[config.mk]
export PLATFORM = sky130hd
export DESIGN_NAME = square_seq
export DESIGN_NICKNAME = d
export VERILOG_FILES = /design/src/rtl/square_pkg.sv /design/src/rtl/square_step.sv /design/src/rtl/square_seq.sv
export SDC_FILE = /design/constraint.sdc
export NUM_CORES = 1
export LEC_CHECK = 0
export CAP_MARGIN = 25
export CORE_ASPECT_RATIO = 1.2
export CORE_MARGIN = 4
export CORE_UTILIZATION = 56
export DETAILED_ROUTE_END_ITERATION = 6
export GPL_TIMING_DRIVEN = 1
export PLACE_DENSITY_LB_ADDON = 0.12
export RECOVER_POWER = 25
export SKIP_LAST_GASP = 1
export SYNTH_ARGS = -nofsm -noshare
export SYNTH_HDL_FRONTEND = slang
export SYNTH_SLANG_ARGS = --single-unit
[constraint.sdc]
create_clock -name clock -period 9.3 [get_ports clock]
set_clock_uncertainty 0.15 [all_clocks]
set_input_delay 2.79 -clock clock [delete_from_list [all_inputs] [get_ports clock]]
set_output_delay 2.79 -clock clock [all_outputs]
set_load 0.01 [all_outputs]
[src/rtl/square_pkg.sv]
// rtl/square_pkg.sv - shared types for the shift-add squarer
package square_pkg;

    typedef enum logic [1:0] {
        IDLE,
        BUSY,
        DONE
    } state_t;

endpackage

[src/rtl/square_step.sv]
// rtl/square_step.sv - one add-then-shift step of the shift-add multiplier
module square_step #(
    parameter int width = 32
) (
    input  logic [width-1:0] acc,
    input  logic [width-1:0] m,
    input  logic [width-1:0] q,
    output logic [width-1:0] acc_next,
    output logic [width-1:0] q_next
);

    logic [width:0] sum;

    // The carry out of the add becomes the new acc MSB, so nothing is lost.
    always_comb begin
        sum      = {1'b0, acc} + {1'b0, (q[0] ? m : {width{1'b0}})};
        acc_next = sum[width:1];
        q_next   = {sum[0], q[width-1:1]};
    end

endmodule

[src/rtl/square_seq.sv]
// rtl/square_seq.sv - sequential shift-add squarer behind valid/ready handshakes
module square_seq
    import square_pkg::*;
#(
    parameter int width = 32
) (
    input  logic             clock,
    input  logic             reset,
    input  logic             in_valid,
    output logic             in_ready,
    input  logic [width-1:0] a,
    output logic             out_valid,
    input  logic             out_ready,
    output logic [width-1:0] p_hi,
    output logic [width-1:0] p_lo
);

    localparam int CW = $clog2(width);
    localparam logic [CW-1:0] LAST = CW'(width - 1);

    state_t          state;
    state_t          state_next;
    logic [CW-1:0]   count;
    logic [width-1:0] m;
    logic [width-1:0] q;
    logic [width-1:0] acc;
    logic [width-1:0] acc_step;
    logic [width-1:0] q_step;
    logic            accept;
    logic            capture;
    logic            release_out;

    square_step #(.width(width)) u_step (
        .acc      (acc),
        .m        (m),
        .q        (q),
        .acc_next (acc_step),
        .q_next   (q_step)
    );

    // DONE spends its first cycle loading the result registers, then waits for out_ready.
    always_comb begin
        state_next  = state;
        accept      = 1'b0;
        capture     = 1'b0;
        release_out = 1'b0;
        case (state)
            IDLE: begin
                if (in_valid && in_ready) begin
                    accept     = 1'b1;
                    state_next = BUSY;
                end
            end
            BUSY: begin
                if (count == LAST) begin
                    state_next = DONE;
                end
            end
            DONE: begin
                if (!out_valid) begin
                    capture = 1'b1;
                end else if (out_ready) begin
                    release_out = 1'b1;
                    state_next  = IDLE;
                end
            end
            default: state_next = IDLE;
        endcase
    end

    always_ff @(posedge clock or posedge reset) begin
        if (reset) begin
            state     <= IDLE;
            in_ready  <= 1'b0;
            out_valid <= 1'b0;
            p_hi      <= '0;
            p_lo      <= '0;
            count     <= '0;
            m         <= '0;
            q         <= '0;
            acc       <= '0;
        end else begin
            state    <= state_next;
            in_ready <= (state_next == IDLE);
            if (accept) begin
                m     <= a;
                q     <= a;
                acc   <= '0;
                count <= '0;
            end else if (state == BUSY) begin
                acc   <= acc_step;
                q     <= q_step;
                count <= count + 1'b1;
            end
            if (capture) begin
                p_hi      <= acc;
                p_lo      <= q;
                out_valid <= 1'b1;
            end else if (release_out) begin
                out_valid <= 1'b0;
            end
        end
    end

endmodule

# After elaboration in Yosys (flattened, before gate mapping)
# Index checks and enable logic that the tools add are counted.
# totals
mem_count,0
inputBits,36
mem_bits_rw,0
rom_bits,0
latch_bits,0
regBits,169
word_cells,40
# classes
n_shift,0
eq_ne,3
n_bitwise,0
muxes,21
reduce_logical,5
n_lt_le_gt_ge,0
add_sub_neg,2
div,0
multipliers,0
# op_table
operator,n
2-to-1 mux 32 bit,5
adder 32 x 32 -> 33 bit,1
2-to-1 mux 5 bit,2
2-to-1 mux 1 bit,9
2-to-1 mux 2 bit,4
case mux 2 bit (3 select lines),1
adder 5 x 1 -> 5 bit (second input constant),1
== test 5 bit (second input constant),1
zero test 2 bit,2
nonzero test 2 bit,2
== test 2 x 1 -> 1 bit (second input constant),1
== test 2 bit (second input constant),1
logical AND 1 bit,1

# Logic depth before layout (Yosys ltp)
# logic_depth
depth_word,5
mapped_depth,12

# By module
# A second synthesis with hierarchy kept.
# unflattened
cells_unflattened,874
area_unflattened_um2,8867.3
# modules_own_cells
mod,area_each_um2,n_inst,cells_each
square_seq,6645.1,1,553
square_step,2222.1,1,321

# Least setup slack after synthesis
# OpenSTA, ideal clock, no wires.
# synth_timing
path_type,input-to-reg
start,in in_valid
end,reg acc[31]
path_slack_ns,5.131
required_time_ns,9.070
arrival_time_ns,3.939
stages,6
path_cell_list,and3_1 > clkbuf_1 > nor2_1 > clkbuf_1 > nand2_1 > o211ai_2
# synth_via
elab_chain_cells,4
word_cells_on_any_way,5
classes_between,mux: 3; reduce/logical: 2
# synth_lines
element,line_no,source
start: declaration,square_seq.sv:9,"input logic in_valid,"
logical AND 1 bit *,square_seq.sv:49,if (in_valid && in_ready) begin
2-to-1 mux 1 bit *,square_seq.sv:49,
2-to-1 mux 1 bit *,square_seq.sv:47,case (state)
2-to-1 mux 32 bit / nonzero test 2 bit (equally long branches),--,
end signal: assignment,square_seq.sv:91,acc <= acc_step;
end: declaration,square_seq.sv:26,logic [width-1:0] acc;
# Mark *: on every way between the ends. The rest lies on a longest branch, timed or not.
# A chain may end at the register's enable or synchronous reset.

==> flow_summary.rst <==
.. list-table::
   :header-rows: 1

   * - Metric
     - Value
   * - TritonCTS clock tree
     - built
   * - Fraction of power consumed by sequential logic
     - 0.397
   * - Worst rel slew slack
     - -1.61
   * - Crit-path max FO
     - 92
   * - Biggest area contributors in the synthesized netlist
     - sky130_fd_sc_hd__dfrtp_1 (51%), sky130_fd_sc_hd__nand2_1 (9.5%), sky130_fd_sc_hd__mux2_2 (8.7%)
   * - Clock Pin Slew Worst Setup and Hold Paths
     - 0.06 ns
   * - Top cell type by total area after synthesis
     - sky130_fd_sc_hd__dfrtp_1
   * - X dimension of the die
     - 119 um
   * - Critical path required time
     - 9.73 ns
   * - Area after DPL
     - 0.00949 mm2
   * - Detailed-route wire length
     - 18,700 um
   * - Static Leakage
     - 4.87 nW
   * - Detailed Route Iter0 Violations
     - 367
   * - Cell variety after synth
     - 50
   * - ANT nets after route
     - 0
   * - Worst hold path type
     - register to register
   * - Max-slew violations
     - 158
   * - First-pass GRT wire length
     - 31,500 um
   * - Signal arrival time at the worst endpoint
     - 6.37 ns
   * - Async S/R FF share, synth
     - 1.00
   * - Syn-to-layout area delta
     - 22.0%
   * - Share of cells above drive strength 1
     - 0.125
   * - Sum of net half-perimeters after detailed placement
     - 12,700 um
   * - Die footprint
     - 0.0168 mm2
   * - Starting utilization of the core area
     - 0.573
   * - H-tree depth
     - 4
   * - Setup fix buffers added after clock tree synthesis
     - 0
   * - Combinational share of power
     - 0.343
   * - Crit path kind
     - input pin to asynchronous set/reset pin
   * - Number of global-route vias before repair
     - 6,404
   * - Compound-cell area share of the yosys netlist
     - 0.110
   * - Post-detailed-route wirelength per cell
     - 16.4 um
   * - IR Drop Worst-Case VDD
     - 0.140 mV
   * - Number of placed instances with taps included
     - 1,103
   * - Pin slew with the least headroom to its limit
     - 3.89 ns
   * - Commonest non-fill, non-tap cells in the layout
     - sky130_fd_sc_hd__nand2_1 (209), sky130_fd_sc_hd__dfrtp_1 (169), sky130_fd_sc_hd__clkdlybuf4s50_1 (99)
   * - Area share of the largest cell type after synthesis
     - 0.510
   * - P_sw
     - 0.00107 W
   * - Mux contribution to synthesized area
     - 0.0905
   * - Last weighted congestion value of the routability-driven placer
     - 0.891
   * - Placeable Area
     - 0.0145 mm2
   * - Max_cap viols
     - 2
   * - Fraction of synthesized cell area in xor and xnor cells
     - 0.0253
   * - Post-synthesis average cell area
     - 9.93 um2
   * - Final worst-path cycle share
     - 0.639
   * - Routed via count
     - 6,378
   * - Violated checks
     - capacitance limit, slew limit
   * - Peak Freq
     - 0.168 GHz
   * - Total Power Consumption
     - 0.00283 W
   * - Total of warnings raised by yosys
     - 0
   * - Via density per instance
     - 5.61
   * - Net switching fraction of the power
     - 0.376
   * - Final setup vio count
     - 0
   * - Largest net degree at the start of global routing
     - 93
   * - Count of final hold-check violations
     - 0
   * - Post-Route Setup TNS
     - 0 ns
   * - Total Routing Usage GR
     - 0.231
   * - Final net count
     - 994
   * - Type of element launching the critical path
     - input pin
   * - TritonCTS buffer count
     - 17
   * - Post-Synth Adder-Cell Area
     - 0.0537
   * - Post-Layout Inst Area
     - 0.0101 mm2
   * - Overflow left after global routing
     - 0
   * - Standard-cell rows
     - 48
   * - I/O pin count
     - 102
   * - Synthesized netlist cell count
     - 836
   * - Proportion of synthesized chip area in sequential cells
     - 0.510
   * - Post-CTS Resized
     - 0
   * - Antenna violations before repair
     - 0
   * - Setup repair after global routing missed its margin
     - false
   * - Main synth FF type
     - sky130_fd_sc_hd__dfrtp_1
   * - Simple-gate share of the synthesized area
     - 0.188
   * - CTS Buffer Depth
     - 2
   * - Number of flops mapped to enable cells by yosys
     - 0
   * - Critical Path Sink Type
     - asynchronous set/reset pin
   * - Time the final worst path needs with I/O delays and setup
     - 5.94 ns
   * - Leading cell type in the layout, fill and taps excluded
     - sky130_fd_sc_hd__nand2_1
   * - Count of input and output buffers
     - 101
   * - Count of hold-fix buffers inserted at cts
     - 0
   * - Synthesized cell area
     - 0.00830 mm2
   * - Post-synthesis sequential element count
     - 169
   * - Total nets after synthesis
     - 907
   * - Non-Filler Instances
     - 1,136
   * - Result of the run
     - finished, violations left
   * - Power share of the clock group
     - 0.259
   * - Total internal power
     - 0.00176 W
   * - Main combinational cell family by area after synthesis
     - simple AND/OR/NAND/NOR gates
   * - Drt first pass iters
     - 7
   * - Clock root buffer master
     - sky130_fd_sc_hd__clkbuf_16
   * - Latest clock arrival within the worst-skew pair
     - 0.43 ns
   * - Fill cell total of the finished layout
     - 1,061
   * - Clock Sink Count
     - 169
   * - Post-route DRC violation count
     - 0
   * - Die height
     - 141 um
   * - Total inserted antenna cells
     - 0
   * - Pwr dens
     - 280 mW/mm2
## metal layers
metal	routed length, um	GRT usage
met1	8570	0.317
met2	8840	0.372
met3	906	0.0423
met4	337	0.0793
met5	0	0
## worst paths after layout
path	cells after the start	slack, ns	to	startpoint
max	4	3.36	p_hi[21]	reset
min	2	0.32	m[14]	m[14]
max reg2reg	4	5.19	p_lo[27]	state[0]
min reg2reg	2	0.32	m[14]	m[14]
max in group clock	7	4.77	acc[29]	in_valid
min in group asynchronous	2	3.82	p_lo[11]	reset
## synthesized netlist by cell type (all sizes together) (9+ instances only)
cell	instances
nand2	209
dfrtp	169
mux2	64
nand3	49
o21ai	49
clkbuf	37
a21oi	34
ha	34
and2	31
nor2	18
xor2	13
a21o	12
a22oi	11
and3	11
xnor2	11
inv	10
a31oi	9
## cell families (layout without fill, tap and decap cells)
group,after synthesis,count (layout)
DFF,169,169
adders and majority gates,35,35
and+or+nand+nor,348,348
muxes,67,67
xor gates and xnor gates,24,24
buffers and inverters,51,151
AOI/OAI and AO/OA,142,142
## state kept, by name, summed over array words and instances, names as in the netlist
name / cells
q: 32
acc: 32
p_hi: 32
state: 2
out_valid: 1
p_lo: 32
count: 5
in_ready: 1
m: 32
## power by group through the flow
| stage | Combinational, W | Sequential [W] | Clock (W) |
|---|---|---|---|
| after global routing | 0.00110 | 0.00115 | 0.000776 |
| after detailed placement | 0.000958 | 0.00113 | 0 |
| after global placement | 0.000915 | 0.00112 | 0 |
| after floorplan | 0.000763 | 0.00106 | 0 |
| after CTS | 0.000967 | 0.00112 | 0.000745 |
| final | 0.000972 | 0.00112 | 0.000734 |
## per-stage QoR
stage | setup slack (ns) | hold slack, ns | utilization
2_1_floorplan | 1.78 | 0.287 | -
3_3_place_gp | 4.27 | 0.301 | 0.655
6_report | 3.36 | 0.317 | 0.699
3_5_place_dp | 4.20 | 0.305 | 0.655
4_1_cts | 4.67 | 0.321 | 0.698
5_1_grt | 2.65 | 0.344 | 0.699
## worst max-delay path: stages
cell and delay [ns]:
sky130_fd_sc_hd__dlygate4sd3_1 0.54, sky130_fd_sc_hd__clkinvlp_2 2.18, sky130_fd_sc_hd__buf_4 0.45, sky130_fd_sc_hd__buf_16 0.31
## area by class of cell
| type | count | area, um2 | area share |
|---|---|---|---|
| Clock buffer | 17 | 425 | 0.0420 |
| Clock inverter | 15 | 189 | 0.0187 |
| Inverter | 10 | 38.8 | 0.00383 |
| Multi-Input combinational cell | 616 | 3900 | 0.385 |
| Sequential cell | 169 | 4230 | 0.418 |
| Tap cell | 200 | 250 | 0.0247 |
| Timing Repair Buffer | 109 | 1090 | 0.107 |
(Power assumes the default switching activity.)
==> edit: new RTL, same flow settings <==
Re-encode `state_t` (3 states) as one-hot, 3 bits wide.
--- a/src/rtl/square_pkg.sv
+++ b/src/rtl/square_pkg.sv
@@ -1,10 +1,10 @@
 // rtl/square_pkg.sv - shared types for the shift-add squarer
 package square_pkg;
 
-    typedef enum logic [1:0] {
-        IDLE,
-        BUSY,
-        DONE
+    typedef enum logic [2:0] {
+        IDLE = 3'b001,
+        BUSY = 3'b010,
+        DONE = 3'b100
     } state_t;
 
 endpackage
Check against the original RTL: no difference found for any inputs over 10 cycles, from zero or initial values and one cycle with reset high; not proved beyond that.
==> edit against the unedited design <==
The run still ends with capacitance limit, slew limit left; sequential cell count up 1; wire length down 1.9%; power down 4.9%; core utilization down 1.5 points; worst setup slack better by 1.1 ns; synthesized area up 2.2%; design area up 0.79%; via count down 2.7%; critical path type is now input port to register; largest cell class unchanged; largest power group unchanged.
==> edit: results <==
[clocking]
cts_buffer_depth = 2
cts_buffers = 17
clkTransAtPathRegs_ns = 0.06
h-tree-depth = 4
post-cts-setup-buffers = 0
worstSkewPairLatency_ns = 0.42
postCtsResizedCells = 0
cts_root_buffer = "clkbuf_16"

[placed_design]
pre_cts_slack_ns = 4.05
io_buffers = 101
dpl_cell_area_sq_um = 9640
dp_hpwl_mm = 12.6
dp.cells = 1061
gp_congestion = 0.938

[synth]
yosysWarnings = 0
syn_avg_cell_area_sq_um = 10.7
synth_cell_types = 55
yosys-top-cells-count = "dfrtp_1 (169), nand2_1 (132), mux2_2 (97)"
synth_sequential_area_ratio = 0.502
postSynth.asyncResetShare = 1.00
synth_top_cells_by_area = "dfrtp_1 (50%), mux2_2 (13%), nand2_1 (5.8%)"
syn_nets = 862

[global_route]
grt_pass1_wl_mm = 31.3
grt_pass1_vias = 6355
grt_max_degree = 98
grt_usage = 0.225
antenna_found_initial = 0

[drt]
wire_per_inst_um = 16.7
num_vias = 6208
viasPerCell = 5.68
drt_first_pass_iters = 5
drtIter0Drc = 449

[finish]
drive_gt1_frac = 0.166
antenna_cells = 0
nets = 947

[flow_run]
maxCapViolCount = 1

[critical_path]
crit_start = "in_valid"
reg2reg_from = "state[1]"
cp_slowest_stage_delay_ns = 0.55
path_delay_family = "buffers and inverters"
worstPathArrival_ns = 4.95
cpMaxStageDelayCell = "buf_4"
worstPathMaxFanout = 53

[outcome]
status = "finished with violations"
violations = "capacitance limit, slew limit"

[hold_path]
worstHoldPathType = "register to register"
min_from = "q[14]"

[pwr]
ir_drop_mv = 0.149
p_leak_nw = 4.71

[timing]
maxSlewViolCount = 65
maxSlewHeadroom = -1.39
==> edit: power by group <==
group / leakage [nW] / switching (mW) / total (mW) / internal [mW]
clock: 0.268 / 0.295 / 0.671 / 0.376
sequential: 2.23 / 0.167 / 1.11 / 0.941
combinational: 2.20 / 0.523 / 0.912 / 0.389
==> edit: area by class of cell <==
type / count / area [sq um]
Clock inverter: 14 / 124
Fill cell: 1152 / 4700
Clock buffer: 18 / 439
Timing Repair Buffer: 108 / 1060
Inverter: 10 / 42.5
Multi-Input combinational cell: 569 / 4030
Tap cell: 204 / 255
Sequential cell: 170 / 4260
==> edit: cells by family after synthesis <==
group                    after synthesis  synth area share
multiplexers                          97             0.129
AND/OR/NAND/NOR                      235             0.126
adder cells (fa/ha/maj)               35            0.0525
XOR/XNOR                              30            0.0310
AO/OA/AOI/OAI                        172             0.135
buffers and inverters                 52            0.0252
flip-flops                           170             0.502
==> edit: per-layer routing <==
metal	part of all wire	global-route usage
met1	0.43	0.289
met2	0.51	0.386
met3	0.039	0.0444
met4	0.017	0.0770
met5	0	0
==> edit: worst reg2reg max path: cells and delay by family (launching register included) <==
family | cells | cell delay, ns
buffers and inverters | 1 | 2.53
AND/OR/NAND/NOR | 2 | 0.54
multiplexers | 1 | 0.53
flip-flops | 1 | 0.44
==> edit: worst paths after layout <==
| check | endpoint | slack, ns | depth (start not counted) |
|---|---|---|---|
| worst min-delay path | q[14] | 0.35 | 2 |
| worst max register to register | p_lo[7] | 4.99 | 4 |
| worst min register to register | q[14] | 0.35 | 2 |
| max in group asynchronous | in_ready | 4.64 | 3 |
| min in group asynchronous | p_lo[3] | 2.86 | 2 |
| worst max-delay path | acc[29] | 4.48 | 8 |
